--- config.mk ---
export PLATFORM = sky130hd
export DESIGN_NAME = id_ex_stage_flat
export DESIGN_NICKNAME = d
export VERILOG_FILES = /design/src/rtl/riscv_pkg.sv /design/src/rtl/id_ex_stage_if.sv /design/src/rtl/alu_ctrl_dec.sv /design/src/rtl/id_ex_stage.sv /design/src/flat_wrapper.sv
export SDC_FILE = /design/constraint.sdc
export NUM_CORES = 1
export LEC_CHECK = 0
export ABC_AREA = 1
export CAP_MARGIN = 20
export CORE_AREA = 2 2 134 136
export CTS_CLUSTER_SIZE = 24
export DETAILED_ROUTE_END_ITERATION = 6
export DIE_AREA = 0 0 136 138
export PLACE_DENSITY = 0.79
export SLEW_MARGIN = 40
export SYNTH_ARGS = -nofsm -noshare
export SYNTH_HDL_FRONTEND = slang
export SYNTH_SLANG_ARGS = --single-unit
--- constraint.sdc ---
create_clock -name clk -period 1.72 [get_ports clk]
set_input_delay 0.344 -clock clk [delete_from_list [all_inputs] [get_ports clk]]
set_output_delay 0.344 -clock clk [all_outputs]
set_load 0.05 [all_outputs]
--- src/rtl/riscv_pkg.sv ---
// rtl/riscv_pkg.sv - shared widths, opcodes and ALU control codes for the ID/EX stage
package riscv_pkg;

    localparam int XLEN = 32;
    localparam int RA_W = 5;

    localparam logic [6:0] OP     = 7'b0110011;
    localparam logic [6:0] OP_IMM = 7'b0010011;
    localparam logic [6:0] LOAD   = 7'b0000011;
    localparam logic [6:0] STORE  = 7'b0100011;
    localparam logic [6:0] BRANCH = 7'b1100011;
    localparam logic [6:0] LUI    = 7'b0110111;
    localparam logic [6:0] AUIPC  = 7'b0010111;
    localparam logic [6:0] JAL    = 7'b1101111;
    localparam logic [6:0] JALR   = 7'b1100111;

    typedef enum logic [3:0] {
        ALU_ADD  = 4'b0000,
        ALU_SLL  = 4'b0001,
        ALU_SLT  = 4'b0010,
        ALU_SLTU = 4'b0011,
        ALU_XOR  = 4'b0100,
        ALU_SRL  = 4'b0101,
        ALU_OR   = 4'b0110,
        ALU_AND  = 4'b0111,
        ALU_SUB  = 4'b1000,
        ALU_SRA  = 4'b1111
    } alu_ctrl_e;

    typedef enum logic [1:0] {
        OP1_RS1  = 2'd0,
        OP1_PC   = 2'd1,
        OP1_ZERO = 2'd2
    } op1_sel_e;

    typedef enum logic {
        OP2_RS2 = 1'b0,
        OP2_IMM = 1'b1
    } op2_sel_e;

endpackage

--- src/rtl/id_ex_stage_if.sv ---
// rtl/id_ex_stage_if.sv - decode-side, writeback-snoop and ALU-side signals of the ID/EX stage
interface id_ex_stage_if #(
    parameter int XLEN = riscv_pkg::XLEN,
    parameter int RA_W = riscv_pkg::RA_W
) ();

    logic            flush;
    logic            in_valid;
    logic            in_ready;
    logic [6:0]      in_opcode;
    logic [2:0]      in_funct3;
    logic            in_funct7_5;
    logic [RA_W-1:0] in_rs1;
    logic [RA_W-1:0] in_rs2;
    logic [XLEN-1:0] in_rs1_val;
    logic [XLEN-1:0] in_rs2_val;
    logic [XLEN-1:0] in_imm;
    logic [XLEN-1:0] in_pc;
    logic [RA_W-1:0] in_rd;

    logic            exmem_we;
    logic [RA_W-1:0] exmem_rd;
    logic [XLEN-1:0] exmem_result;
    logic            memwb_we;
    logic [RA_W-1:0] memwb_rd;
    logic [XLEN-1:0] memwb_result;

    logic            out_valid;
    logic            out_ready;
    logic [XLEN-1:0] out_op1;
    logic [XLEN-1:0] out_op2;
    logic [3:0]      out_aluctrl;
    logic [XLEN-1:0] out_store_val;
    logic [2:0]      out_funct3;
    logic [RA_W-1:0] out_rd;
    logic            out_reg_we;

    modport master (
        output flush, in_valid, in_opcode, in_funct3, in_funct7_5, in_rs1, in_rs2,
               in_rs1_val, in_rs2_val, in_imm, in_pc, in_rd,
               exmem_we, exmem_rd, exmem_result, memwb_we, memwb_rd, memwb_result,
               out_ready,
        input  in_ready, out_valid, out_op1, out_op2, out_aluctrl, out_store_val,
               out_funct3, out_rd, out_reg_we
    );

    modport slave (
        input  flush, in_valid, in_opcode, in_funct3, in_funct7_5, in_rs1, in_rs2,
               in_rs1_val, in_rs2_val, in_imm, in_pc, in_rd,
               exmem_we, exmem_rd, exmem_result, memwb_we, memwb_rd, memwb_result,
               out_ready,
        output in_ready, out_valid, out_op1, out_op2, out_aluctrl, out_store_val,
               out_funct3, out_rd, out_reg_we
    );

endinterface

--- src/rtl/alu_ctrl_dec.sv ---
// rtl/alu_ctrl_dec.sv - opcode/funct3/funct7_5 to ALU code, operand selects and writeback enable
module alu_ctrl_dec import riscv_pkg::*; (
    input  logic [6:0] opcode,
    input  logic [2:0] funct3,
    input  logic       funct7_5,
    output alu_ctrl_e  aluctrl,
    output op1_sel_e   op1_sel,
    output op2_sel_e   op2_sel,
    output logic       shift_op,
    output logic       reg_we,
    output logic       use_rs1,
    output logic       use_rs2
);

    // funct7_5 means SUB only for register-register, but SRA for both forms.
    function automatic alu_ctrl_e arith_op(input logic [2:0] f3, input logic alt,
                                           input logic allow_sub);
        alu_ctrl_e op;
        case (f3)
            3'b000:  op = (alt && allow_sub) ? ALU_SUB : ALU_ADD;
            3'b001:  op = ALU_SLL;
            3'b010:  op = ALU_SLT;
            3'b011:  op = ALU_SLTU;
            3'b100:  op = ALU_XOR;
            3'b101:  op = alt ? ALU_SRA : ALU_SRL;
            3'b110:  op = ALU_OR;
            default: op = ALU_AND;
        endcase
        return op;
    endfunction

    always_comb begin
        aluctrl  = ALU_ADD;
        op1_sel  = OP1_RS1;
        op2_sel  = OP2_IMM;
        shift_op = 1'b0;
        reg_we   = 1'b0;
        use_rs1  = 1'b0;
        use_rs2  = 1'b0;
        case (opcode)
            OP: begin
                aluctrl  = arith_op(funct3, funct7_5, 1'b1);
                op2_sel  = OP2_RS2;
                shift_op = (funct3[1:0] == 2'b01);
                reg_we   = 1'b1;
                use_rs1  = 1'b1;
                use_rs2  = 1'b1;
            end
            OP_IMM: begin
                aluctrl  = arith_op(funct3, funct7_5, 1'b0);
                shift_op = (funct3[1:0] == 2'b01);
                reg_we   = 1'b1;
                use_rs1  = 1'b1;
            end
            LOAD, JALR: begin
                reg_we  = 1'b1;
                use_rs1 = 1'b1;
            end
            STORE: begin
                use_rs1 = 1'b1;
                use_rs2 = 1'b1;
            end
            BRANCH: begin
                // Equality tests subtract; ordered tests use the set-less-than flavours.
                if (!funct3[2])     aluctrl = ALU_SUB;
                else if (funct3[1]) aluctrl = ALU_SLTU;
                else                aluctrl = ALU_SLT;
                op2_sel = OP2_RS2;
                use_rs1 = 1'b1;
                use_rs2 = 1'b1;
            end
            LUI: begin
                op1_sel = OP1_ZERO;
                reg_we  = 1'b1;
            end
            AUIPC, JAL: begin
                op1_sel = OP1_PC;
                reg_we  = 1'b1;
            end
            default: begin
                op2_sel = OP2_RS2;
            end
        endcase
    end

endmodule

--- src/rtl/id_ex_stage.sv ---
// rtl/id_ex_stage.sv - ID/EX register: operand select, forwarding, ALU control. FWD_EN enables bypass muxes.
module id_ex_stage #(
    parameter int XLEN = riscv_pkg::XLEN,
    parameter int RA_W = riscv_pkg::RA_W
) (
    input  logic         clk,
    input  logic         rst_n,
    id_ex_stage_if.slave bus
);
    import riscv_pkg::*;

    alu_ctrl_e       dec_aluctrl;
    op1_sel_e        dec_op1_sel;
    op2_sel_e        dec_op2_sel;
    logic            dec_shift;
    logic            dec_reg_we;
    logic            dec_use_rs1;
    logic            dec_use_rs2;

    logic            hazard_stall;
    logic            in_ready;
    logic            load;
    logic [XLEN-1:0] rs1_fwd;
    logic [XLEN-1:0] rs2_fwd;
    logic [XLEN-1:0] src2;
    logic [XLEN-1:0] op1;
    logic [XLEN-1:0] op2;

    logic            valid_q,   valid_d;
    logic [XLEN-1:0] op1_q,     op1_d;
    logic [XLEN-1:0] op2_q,     op2_d;
    logic [XLEN-1:0] store_q,   store_d;
    alu_ctrl_e       aluctrl_q, aluctrl_d;
    logic [2:0]      funct3_q,  funct3_d;
    logic [RA_W-1:0] rd_q,      rd_d;
    logic            reg_we_q,  reg_we_d;

    // x0 is never a producer, so an rd of zero can never match.
    function automatic logic rs_hit(input logic [RA_W-1:0] rs, input logic we,
                                    input logic [RA_W-1:0] rd);
        return we && (rd != '0) && (rs == rd);
    endfunction

    alu_ctrl_dec u_dec (
        .opcode   (bus.in_opcode),
        .funct3   (bus.in_funct3),
        .funct7_5 (bus.in_funct7_5),
        .aluctrl  (dec_aluctrl),
        .op1_sel  (dec_op1_sel),
        .op2_sel  (dec_op2_sel),
        .shift_op (dec_shift),
        .reg_we   (dec_reg_we),
        .use_rs1  (dec_use_rs1),
        .use_rs2  (dec_use_rs2)
    );

`ifdef FWD_EN
    always_comb begin
        rs1_fwd = bus.in_rs1_val;
        if (rs_hit(bus.in_rs1, bus.exmem_we, bus.exmem_rd))
            rs1_fwd = bus.exmem_result;
        else if (rs_hit(bus.in_rs1, bus.memwb_we, bus.memwb_rd))
            rs1_fwd = bus.memwb_result;
        rs2_fwd = bus.in_rs2_val;
        if (rs_hit(bus.in_rs2, bus.exmem_we, bus.exmem_rd))
            rs2_fwd = bus.exmem_result;
        else if (rs_hit(bus.in_rs2, bus.memwb_we, bus.memwb_rd))
            rs2_fwd = bus.memwb_result;
    end
    assign hazard_stall = 1'b0;
`else
    assign rs1_fwd = bus.in_rs1_val;
    assign rs2_fwd = bus.in_rs2_val;
    // Without bypassing, hold the instruction until no in-flight writer targets a used source.
    assign hazard_stall = bus.in_valid &
        ((dec_use_rs1 & (rs_hit(bus.in_rs1, bus.exmem_we, bus.exmem_rd) |
                         rs_hit(bus.in_rs1, bus.memwb_we, bus.memwb_rd))) |
         (dec_use_rs2 & (rs_hit(bus.in_rs2, bus.exmem_we, bus.exmem_rd) |
                         rs_hit(bus.in_rs2, bus.memwb_we, bus.memwb_rd))));
`endif

    always_comb begin
        op1 = rs1_fwd;
        case (dec_op1_sel)
            OP1_PC:   op1 = bus.in_pc;
            OP1_ZERO: op1 = '0;
            default:  op1 = rs1_fwd;
        endcase
        src2 = (dec_op2_sel == OP2_IMM) ? bus.in_imm : rs2_fwd;
        op2  = dec_shift ? {{(XLEN-5){1'b0}}, src2[4:0]} : src2;
    end

    // A flush always makes room: whatever arrives alongside it is swallowed.
    assign in_ready = bus.flush | ((~valid_q | bus.out_ready) & ~hazard_stall);
    assign load     = bus.in_valid & in_ready & ~bus.flush;

    always_comb begin
        valid_d   = valid_q;
        op1_d     = op1_q;
        op2_d     = op2_q;
        store_d   = store_q;
        aluctrl_d = aluctrl_q;
        funct3_d  = funct3_q;
        rd_d      = rd_q;
        reg_we_d  = reg_we_q;
        if (bus.flush) begin
            valid_d = 1'b0;
        end else if (load) begin
            valid_d   = 1'b1;
            op1_d     = op1;
            op2_d     = op2;
            store_d   = rs2_fwd;
            aluctrl_d = dec_aluctrl;
            funct3_d  = bus.in_funct3;
            rd_d      = bus.in_rd;
            reg_we_d  = dec_reg_we;
        end else if (bus.out_ready) begin
            valid_d = 1'b0;
        end
    end

    always_ff @(posedge clk or negedge rst_n) begin
        if (!rst_n) begin
            valid_q   <= 1'b0;
            op1_q     <= '0;
            op2_q     <= '0;
            store_q   <= '0;
            aluctrl_q <= ALU_ADD;
            funct3_q  <= '0;
            rd_q      <= '0;
            reg_we_q  <= 1'b0;
        end else begin
            valid_q   <= valid_d;
            op1_q     <= op1_d;
            op2_q     <= op2_d;
            store_q   <= store_d;
            aluctrl_q <= aluctrl_d;
            funct3_q  <= funct3_d;
            rd_q      <= rd_d;
            reg_we_q  <= reg_we_d;
        end
    end

    assign bus.in_ready      = in_ready;
    assign bus.out_valid     = valid_q;
    assign bus.out_op1       = op1_q;
    assign bus.out_op2       = op2_q;
    assign bus.out_store_val = store_q;
    assign bus.out_aluctrl   = aluctrl_q;
    assign bus.out_funct3    = funct3_q;
    assign bus.out_rd        = rd_q;
    assign bus.out_reg_we    = reg_we_q;

endmodule

--- src/flat_wrapper.sv ---
// flat-port wrapper written by rule: the top's interface ports become plain ports
module id_ex_stage_flat import riscv_pkg::*;
#(
    parameter int XLEN = riscv_pkg::XLEN,
    parameter int RA_W = riscv_pkg::RA_W
)
  (clk, rst_n, bus_flush, bus_in_valid, bus_in_opcode, bus_in_funct3, bus_in_funct7_5, bus_in_rs1, bus_in_rs2, bus_in_rs1_val, bus_in_rs2_val, bus_in_imm, bus_in_pc, bus_in_rd, bus_exmem_we, bus_exmem_rd, bus_exmem_result, bus_memwb_we, bus_memwb_rd, bus_memwb_result, bus_out_ready, bus_in_ready, bus_out_valid, bus_out_op1, bus_out_op2, bus_out_aluctrl, bus_out_store_val, bus_out_funct3, bus_out_rd, bus_out_reg_we);
  id_ex_stage_if #(.XLEN(XLEN), .RA_W(RA_W)) bus_i ();
  input  logic clk;
  input  logic rst_n;
  input wire logic [$bits(bus_i.flush)-1:0] bus_flush;
  input wire logic [$bits(bus_i.in_valid)-1:0] bus_in_valid;
  input wire logic [$bits(bus_i.in_opcode)-1:0] bus_in_opcode;
  input wire logic [$bits(bus_i.in_funct3)-1:0] bus_in_funct3;
  input wire logic [$bits(bus_i.in_funct7_5)-1:0] bus_in_funct7_5;
  input wire logic [$bits(bus_i.in_rs1)-1:0] bus_in_rs1;
  input wire logic [$bits(bus_i.in_rs2)-1:0] bus_in_rs2;
  input wire logic [$bits(bus_i.in_rs1_val)-1:0] bus_in_rs1_val;
  input wire logic [$bits(bus_i.in_rs2_val)-1:0] bus_in_rs2_val;
  input wire logic [$bits(bus_i.in_imm)-1:0] bus_in_imm;
  input wire logic [$bits(bus_i.in_pc)-1:0] bus_in_pc;
  input wire logic [$bits(bus_i.in_rd)-1:0] bus_in_rd;
  input wire logic [$bits(bus_i.exmem_we)-1:0] bus_exmem_we;
  input wire logic [$bits(bus_i.exmem_rd)-1:0] bus_exmem_rd;
  input wire logic [$bits(bus_i.exmem_result)-1:0] bus_exmem_result;
  input wire logic [$bits(bus_i.memwb_we)-1:0] bus_memwb_we;
  input wire logic [$bits(bus_i.memwb_rd)-1:0] bus_memwb_rd;
  input wire logic [$bits(bus_i.memwb_result)-1:0] bus_memwb_result;
  input wire logic [$bits(bus_i.out_ready)-1:0] bus_out_ready;
  output wire logic [$bits(bus_i.in_ready)-1:0] bus_in_ready;
  output wire logic [$bits(bus_i.out_valid)-1:0] bus_out_valid;
  output wire logic [$bits(bus_i.out_op1)-1:0] bus_out_op1;
  output wire logic [$bits(bus_i.out_op2)-1:0] bus_out_op2;
  output wire logic [$bits(bus_i.out_aluctrl)-1:0] bus_out_aluctrl;
  output wire logic [$bits(bus_i.out_store_val)-1:0] bus_out_store_val;
  output wire logic [$bits(bus_i.out_funct3)-1:0] bus_out_funct3;
  output wire logic [$bits(bus_i.out_rd)-1:0] bus_out_rd;
  output wire logic [$bits(bus_i.out_reg_we)-1:0] bus_out_reg_we;
  assign bus_i.flush = bus_flush;
  assign bus_i.in_valid = bus_in_valid;
  assign bus_i.in_opcode = bus_in_opcode;
  assign bus_i.in_funct3 = bus_in_funct3;
  assign bus_i.in_funct7_5 = bus_in_funct7_5;
  assign bus_i.in_rs1 = bus_in_rs1;
  assign bus_i.in_rs2 = bus_in_rs2;
  assign bus_i.in_rs1_val = bus_in_rs1_val;
  assign bus_i.in_rs2_val = bus_in_rs2_val;
  assign bus_i.in_imm = bus_in_imm;
  assign bus_i.in_pc = bus_in_pc;
  assign bus_i.in_rd = bus_in_rd;
  assign bus_i.exmem_we = bus_exmem_we;
  assign bus_i.exmem_rd = bus_exmem_rd;
  assign bus_i.exmem_result = bus_exmem_result;
  assign bus_i.memwb_we = bus_memwb_we;
  assign bus_i.memwb_rd = bus_memwb_rd;
  assign bus_i.memwb_result = bus_memwb_result;
  assign bus_i.out_ready = bus_out_ready;
  assign bus_in_ready = bus_i.in_ready;
  assign bus_out_valid = bus_i.out_valid;
  assign bus_out_op1 = bus_i.out_op1;
  assign bus_out_op2 = bus_i.out_op2;
  assign bus_out_aluctrl = bus_i.out_aluctrl;
  assign bus_out_store_val = bus_i.out_store_val;
  assign bus_out_funct3 = bus_i.out_funct3;
  assign bus_out_rd = bus_i.out_rd;
  assign bus_out_reg_we = bus_i.out_reg_we;
  id_ex_stage #(.XLEN(XLEN), .RA_W(RA_W)) u_core (.clk(clk), .rst_n(rst_n), .bus(bus_i));
endmodule
---- Yosys cells after proc, flatten, opt, wreduce, memory -nomap -nowiden ----
Index checks and enable logic that the tools add are counted.
storage, ports and cells
  input bits .............................. 235
  output and inout bits ................... 111
  register bits ........................... 110
  word-level logic and storage cells ...... 80
operators by class
  bitwise operators ....................... 14
  equal/unequal tests ..................... 22
  muxes and demuxes ....................... 19
  reduce and logical (&&, ||, !) cells .... 17
operators by type and width
  kind                                                              count
  32-bit two-way mux                                                2
  32-bit case mux with 2 select lines                               1
  4-bit case mux with 7 select lines                                2
  7-bit by 6-bit == test with 1-bit output (second input constant)  3
  7-bit == test (second input constant)                             3
  5-bit == test                                                     4
  7-bit by 5-bit == test with 1-bit output (second input constant)  2
  7-bit OR reduction                                                2
  4-bit two-way mux                                                 3
  4-bit case mux with 3 select lines                                1
  5-bit nonzero test                                                2
  3-bit == test (second input constant)                             3
  1-bit two-way mux                                                 9
  7-bit by 2-bit == test with 1-bit output (second input constant)  1
  1-bit AND                                                         6
  3-bit by 2-bit == test with 1-bit output (second input constant)  2
  1-bit logical AND                                                 6
  6-bit OR reduction                                                1
  1-bit OR                                                          5
  2-bit by 1-bit == test with 1-bit output (second input constant)  2
  2-bit case mux with 2 select lines                                1
  2-bit OR reduction                                                2
  3-bit by 1-bit == test with 1-bit output (second input constant)  1
  3-bit logical NOT                                                 1
  other kinds (5)                                                   7

---- Depth between registers and ports, before layout ----
Gate-level depths: netlist of the first run.
  depth in word-level cells ............... 14
  gate-level depth with buffers ........... 13
  mapped depth without buffers ............ 12

---- By module ----
From an unflattened synthesis of the first run, not the netlist that was laid out.
unflattened totals
  cells, all modules ...................... 836
  area total of the unflattened synthesis .. 6093.3 sq um
by module, submodules not included
  module        instances  cells an instance  area each (sq um)  sequential area each (sq um)
  id_ex_stage   1          768                5799.3             2752.6
  alu_ctrl_dec  1          68                 294.0              0.0

---- Least setup slack after synthesis of the first run ----
No wires, ideal clock.
  path kind ............................... in2out
  start point ............................. input port bus_in_opcode[1]
  end point ............................... output port bus_in_ready
  data required time ...................... 1376 ps
  buffers on the path ..................... 0
  stages on the path ...................... 9
  data arrival time ....................... 1717 ps
  setup slack ............................. -341 ps
  path through ............................ nand2_1 inv_2 nand2_1 nor2_1 nor2_1 nand3b_1 nand2_1 nand2_1 a21oi_1
on the way
  cells in the longest elaborated chain, start to end .. 9
  elaborated cells on any way between the ends .. 17
  classes of those cells .................. eq/ne: 6; mux: 2; bitwise: 7; reduce/logical: 2
ends and longest elaborated chain
  element                                                                           RTL line                              source
  start, declared                                                                   flat_wrapper.sv:13                    input wire logic [$bits(bus_i.in_opcode)-1:0] bus_in_opcode;
  7-bit == test (tied with other cells)                                             alu_ctrl_dec.sv:40                    case (opcode)
  6-bit OR reduction (no source line) / 3-bit OR reduction (equally long branches)  n/a
  1-bit two-way mux                                                                 alu_ctrl_dec.sv:40
  1-bit AND, on equally long branches                                               id_ex_stage.sv:76, id_ex_stage.sv:78
  1-bit OR *                                                                        id_ex_stage.sv:77                     rs_hit(bus.in_rs1, bus.memwb_we, bus.memwb_rd))) |
  1-bit AND *                                                                       id_ex_stage.sv:75                     assign hazard_stall = bus.in_valid &
  1-bit inverter *                                                                  id_ex_stage.sv:94                     assign in_ready = bus.flush | ((~valid_q | bus.out_ready) & ~hazard_stall);
  1-bit AND *                                                                       id_ex_stage.sv:94
  1-bit OR *                                                                        id_ex_stage.sv:94
  end, declared                                                                     flat_wrapper.sv:30                    output wire logic [$bits(bus_i.in_ready)-1:0] bus_in_ready;
Every way passes the cells marked *; elsewhere a longest branch is shown, timed or not.

---- Final worst setup path of the first run ----
  start point ............................. input port bus_exmem_rd[0]
  end point ............................... output port bus_in_ready
on the way
  cells in the longest elaborated chain, start to end .. 10
  elaborated cells on any way between the ends .. 15
  classes of those cells .................. eq/ne: 2; bitwise: 9; reduce/logical: 4
ends and longest elaborated chain
  element                              RTL line                              source
  start, declared                      flat_wrapper.sv:24                    input wire logic [$bits(bus_i.exmem_rd)-1:0] bus_exmem_rd;
  5-bit nonzero test                   id_ex_stage.sv:41                     return we && (rd != '0) && (rs == rd);
  1-bit logical AND (2 in a row)       id_ex_stage.sv:41
  1-bit OR, on equally long branches   id_ex_stage.sv:76, id_ex_stage.sv:78
  1-bit AND, on equally long branches  id_ex_stage.sv:76, id_ex_stage.sv:78
  1-bit OR *                           id_ex_stage.sv:77
  1-bit AND *                          id_ex_stage.sv:75
  1-bit inverter *                     id_ex_stage.sv:94
  1-bit AND *                          id_ex_stage.sv:94
  1-bit OR *                           id_ex_stage.sv:94
Marked as above.

==> summary.log, run 1 <==
INFO  logic_synthesis postSynthCellCount=879
INFO  global_route   first_global_vias=6598
INFO  logic_synthesis synth-adder-area-share=0.2011%
INFO  logic_synthesis mean_cell_area_of_the_mapped_netlist=7.079um2
INFO  setup_path     cp_slowest_stage_delay=0.17ns
INFO  setup_path     cp_max_fo=3
INFO  global_route   number_of_antenna_violations_at_the_first_check_in_global_routing=0
INFO  logic_synthesis synth_seq_cells=110
INFO  logic_synthesis yosys_warnings=0
INFO  logic_synthesis synth_compound_area_share=1.005%
INFO  logic_synthesis synth.yosys.seq_area_share=44.24%
INFO  route          route.layer.met1.wl=9.115mm
INFO  route          wl_per_cell=15.89um
INFO  pwr            vdd_drop_max=0.0004566V
INFO  cells_and_area final_layout_size_suffix_gt1_share=22.01%
INFO  cts            ctsRootBufferMaster=sky130_fd_sc_hd__clkbuf_16
INFO  sta            layout_setup_ws=-0.06489ns
INFO  logic_synthesis postSynthNetCount=1115
INFO  floorplan      row_count=49
INFO  sta            fmax=0.5603GHz
INFO  pwr            total_leakage_power=5.250nW
INFO  cts            cts_tree=built
INFO  setup_path     startpoint_type=primary input
INFO  cts            numCtsBuffers=9
INFO  route          total_wirelength_of_the_detailed_routed_design=22.26mm
INFO  logic_synthesis synthMuxAreaShare=0%
INFO  place          place_congestion=0.8681
INFO  cells_and_area area_delta_synth_final=58.38%
INFO  pwr            switching_share=38.97%
INFO  sta            fin_crit_sh=103.8%
INFO  global_route   grt_first_pass_wirelength=33.64mm
INFO  cts            insertion_delay=0.35ns
INFO  place          port-buffer-count=281
INFO  pwr            p_total=8.813mW
INFO  logic_synthesis dominantRegCellSynth=sky130_fd_sc_hd__dfrtp_1
INFO  route          dr.first_iter.drc_count=339
INFO  logic_synthesis post-synth-top-area-fraction=44.24%
INFO  cts            cts.sinks=110
INFO  sta            max_slew_margin=74.15%
INFO  global_route   global_route.usage.total=22.58%
INFO  sta            worst-slew-pin-transition=0.3878ns
INFO  logic_synthesis synth.largest_area_cell=sky130_fd_sc_hd__dfrtp_1
INFO  floorplan      die_y=138um
INFO  setup_path     path_class=primary input to primary output
INFO  hold_path      holdCritPathClass=primary input to async pin
INFO  pwr            power_per_cell_area=894.3nW/um2
INFO  floorplan      io_pins=346
INFO  floorplan      fp.dieW=136um
INFO  setup_path     wp_buf_inv=3
INFO  pwr            intPower=5.379mW
INFO  floorplan      start_util=35.49%
INFO  logic_synthesis post_synth_arst_share=100.0%
INFO  logic_synthesis synth_common_cells=381 x sky130_fd_sc_hd__nand2_1, 112 x sky130_fd_sc_hd__nand4_1, 110 x sky130_fd_sc_hd__dfrtp_1
INFO  setup_path     crit_path_cell_trace=buf_6 -> nor2_2 -> nand3b_1 -> nand2_1 -> inv_1 -> nand3_1 -> nand2_1 -> nand2_2 -> nand2_4 -> a21oi_4 -> buf_8
INFO  place          dp.cells=1377
INFO  route          viasPerCell=4.999
INFO  cts            cts.htree.levels=3
INFO  route          routed-wl-met3=1.926mm
INFO  logic_synthesis synth_edf_count=0
INFO  setup_path     crit_path_frequent_cell=sky130_fd_sc_hd__nand2_1
INFO  floorplan      die_area=18770um2
INFO  global_route   grt_start_max_net_pins=70
INFO  route          ant_nets=0
INFO  sta            clock_skew=0.01036ns
INFO  logic_synthesis synth_area_leaders=sky130_fd_sc_hd__dfrtp_1 44%, sky130_fd_sc_hd__nand2_1 23%, sky130_fd_sc_hd__nand4_1 11%
INFO  sta            fin_setup_tns=-0.06489ns
INFO  cells_and_area finalNonFillerCells=1401
INFO  cts            cts.path.max_buffers=2
INFO  cells_and_area final_core_util=56.20%
INFO  setup_path     required_arrival_time_at_the_worst_endpoint=1.38ns
INFO  route          dr_total_vias=7004
INFO  route          dr.max_layer_used=met4
INFO  logic_synthesis main_combinational_cell_family_by_area_after_synthesis=simple AND/OR/NAND/NOR gates
INFO  route          met2_length=10.69mm
INFO  setup_path     timing.critical_path.to_type=primary output
INFO  sta            final-hold-violation-count=0
INFO  setup_path     slowest_stage=sky130_fd_sc_hd__buf_8
INFO  route          drt_drc=0
INFO  sta            finalCriticalPeriod=1.785ns
INFO  run_status     violations=negative setup slack
INFO  logic_synthesis post_synth_num_cell_types=28
INFO  place          detailedPlacementHpwl=15.86mm
INFO  logic_synthesis syn_area=6222um2
INFO  sta            rsz_0062_raised_after_global_routing=yes
INFO  place          preCtsSetupSlack=-0.6097ns
INFO  pwr            power_frac_clock=25.0%
INFO  run            maxCapViolations=0
INFO  global_route   grt_remaining_overflow=0
INFO  logic_synthesis synth_simple_gate_area_share=43.98%
INFO  cts            clock_pin_slew_on_the_worst_setup_and_hold_paths=0.08ns
INFO  cells_and_area layout.nets=1403
INFO  route          drt_first_pass_iters=6
INFO  pwr            combinationalPowerShare=38.9%
INFO  pwr            pwr-share-seq=36.1%
INFO  cells_and_area antennaDiodeCount=0
INFO  logic_synthesis synthXorXnorAreaFrac=2.393%
INFO  floorplan      placeableCoreArea=17530um2
INFO  setup_path     worst-endpoint-arrival=1.44ns
INFO  run_status     run_status=finished with violations
INFO  pwr            p_sw=3.434mW
INFO  sta            timing.final.setup_violations=1
INFO  logic_synthesis dominant_cell_by_count_in_the_synthesized_netlist=sky130_fd_sc_hd__nand2_1
INFO  setup_path     cp_top_family=simple AND/OR/NAND/NOR gates
INFO  sta            slew_violations=0
sequential cells by signal, indices dropped and copies added, names as in the netlist:
| name | count |
|---|---|
| u_core.bus.out_op1 | 32 |
| u_core.bus.out_op2 | 32 |
| u_core.bus.out_store_val | 32 |
| u_core.bus.out_rd | 5 |
| u_core.bus.out_aluctrl | 4 |
| u_core.bus.out_funct3 | 3 |
| u_core.bus.out_reg_we | 1 |
| u_core.bus.out_valid | 1 |
layer usage:
| metal | track usage [%] | vias to the layer above |
|---|---|---|
| met2 | 37.24 | 324 |
| met4 | 8.498 | 0 |
| met5 | 0 | - |
| met1 | 28.56 | 3227 |
| li1 | - | 3417 |
| met3 | 5.427 | 36 |
path summary, 6_finish.rpt:
path	startpoint	end	slack, ns	cells after the start
max in group asynchronous	rst_n	u_core.bus.out_valid	0.74	3
max reg2reg	u_core.bus.out_valid	u_core.bus.out_op1[18]	0.12	8
min reg2reg	u_core.bus.out_op1[31]	u_core.bus.out_op1[31]	0.48	2
min in group clk	u_core.bus.out_op1[31]	u_core.bus.out_op1[31]	0.48	2
min	rst_n	u_core.bus.out_store_val[7]	0.46	2
max	bus_exmem_rd[0]	bus_in_ready	-0.06	11
cells by family (layout without fill, tap and decap cells):
logic type	after synthesis	after routing
buffers and inverters	114	407
adder cells (fa/ha/maj)	1	1
flip-flops	110	110
AO/OA/AOI/OAI	10	10
AND/OR/NAND/NOR	627	627
XOR/XNOR	17	17
timing repair:
item,in CTS,in global routing
gates resized for setup,143,28
endpoints found under the hold margin,23,0
hold buffers,1,0
buffers inserted,4,2
cloned,0,2
endpoints found under the setup margin,111,42
pin swaps,37,12
worst reg2reg max path, cell delays in order, from the launching register on:
cell and delay, ns:
sky130_fd_sc_hd__dfrtp_2 0.36, sky130_fd_sc_hd__inv_1 0.06, sky130_fd_sc_hd__nor3_4 0.27, sky130_fd_sc_hd__clkinv_2 0.16, sky130_fd_sc_hd__nand4_1 0.16, sky130_fd_sc_hd__buf_4 0.17
sky130_fd_sc_hd__buf_12 0.18, sky130_fd_sc_hd__nand2_1 0.09, sky130_fd_sc_hd__nand2_1 0.09
area by class of cell:
cell class                 count  area (um2)
inverter                      49       188.9
timing repair buffer         342        3207
clock inverter                 4       52.55
multi-input combinational    655        3109
sequential                   110        2754
tap                          229       286.5
clock buffer                  12       256.5
fill                        1633        7680
power groups by stage:
stage / clock network [mW] / logic [mW] / registers (mW)
final: 2.21 / 3.43 / 3.18
after detailed placement: 0 / 3.40 / 3.22
after global placement: 0 / 3.36 / 3.22
after CTS: 2.25 / 3.41 / 3.18
after global routing: 2.34 / 3.62 / 3.22
after floorplan: 0 / 0.655 / 4.53
stage by stage:
step	hold WS, ns	instance area (um2)
after floorplan	0.04841	6248
after global placement	0.2943	9361
after detailed placement	0.2953	9361
after CTS	0.4615	9707
after global routing	0.4870	9854
final	0.4633	9854
cell usage in the layout, fill, tap and decap left out, drive strengths merged, types with 2 or more instances in the layout:
cell / n
nor3: 3
buf: 195
clkbuf: 15
clkinv: 4
a21oi: 4
dfrtp: 110
dlygate4sd2: 3
nand3b: 2
inv: 48
nand4: 112
xnor2: 8
xor2: 9
nand3: 47
nand2: 384
a211oi: 2
nor2: 78
clkdlybuf4s50: 139
(Power assumes the default switching activity.)
==> inputs of run 2 (changes only) <==
- ABC_CLOCK_PERIOD_IN_PS: unset -> 1720
==> results of run 2 <==
Final layout, timing and power as in run 1 (identical DEF).
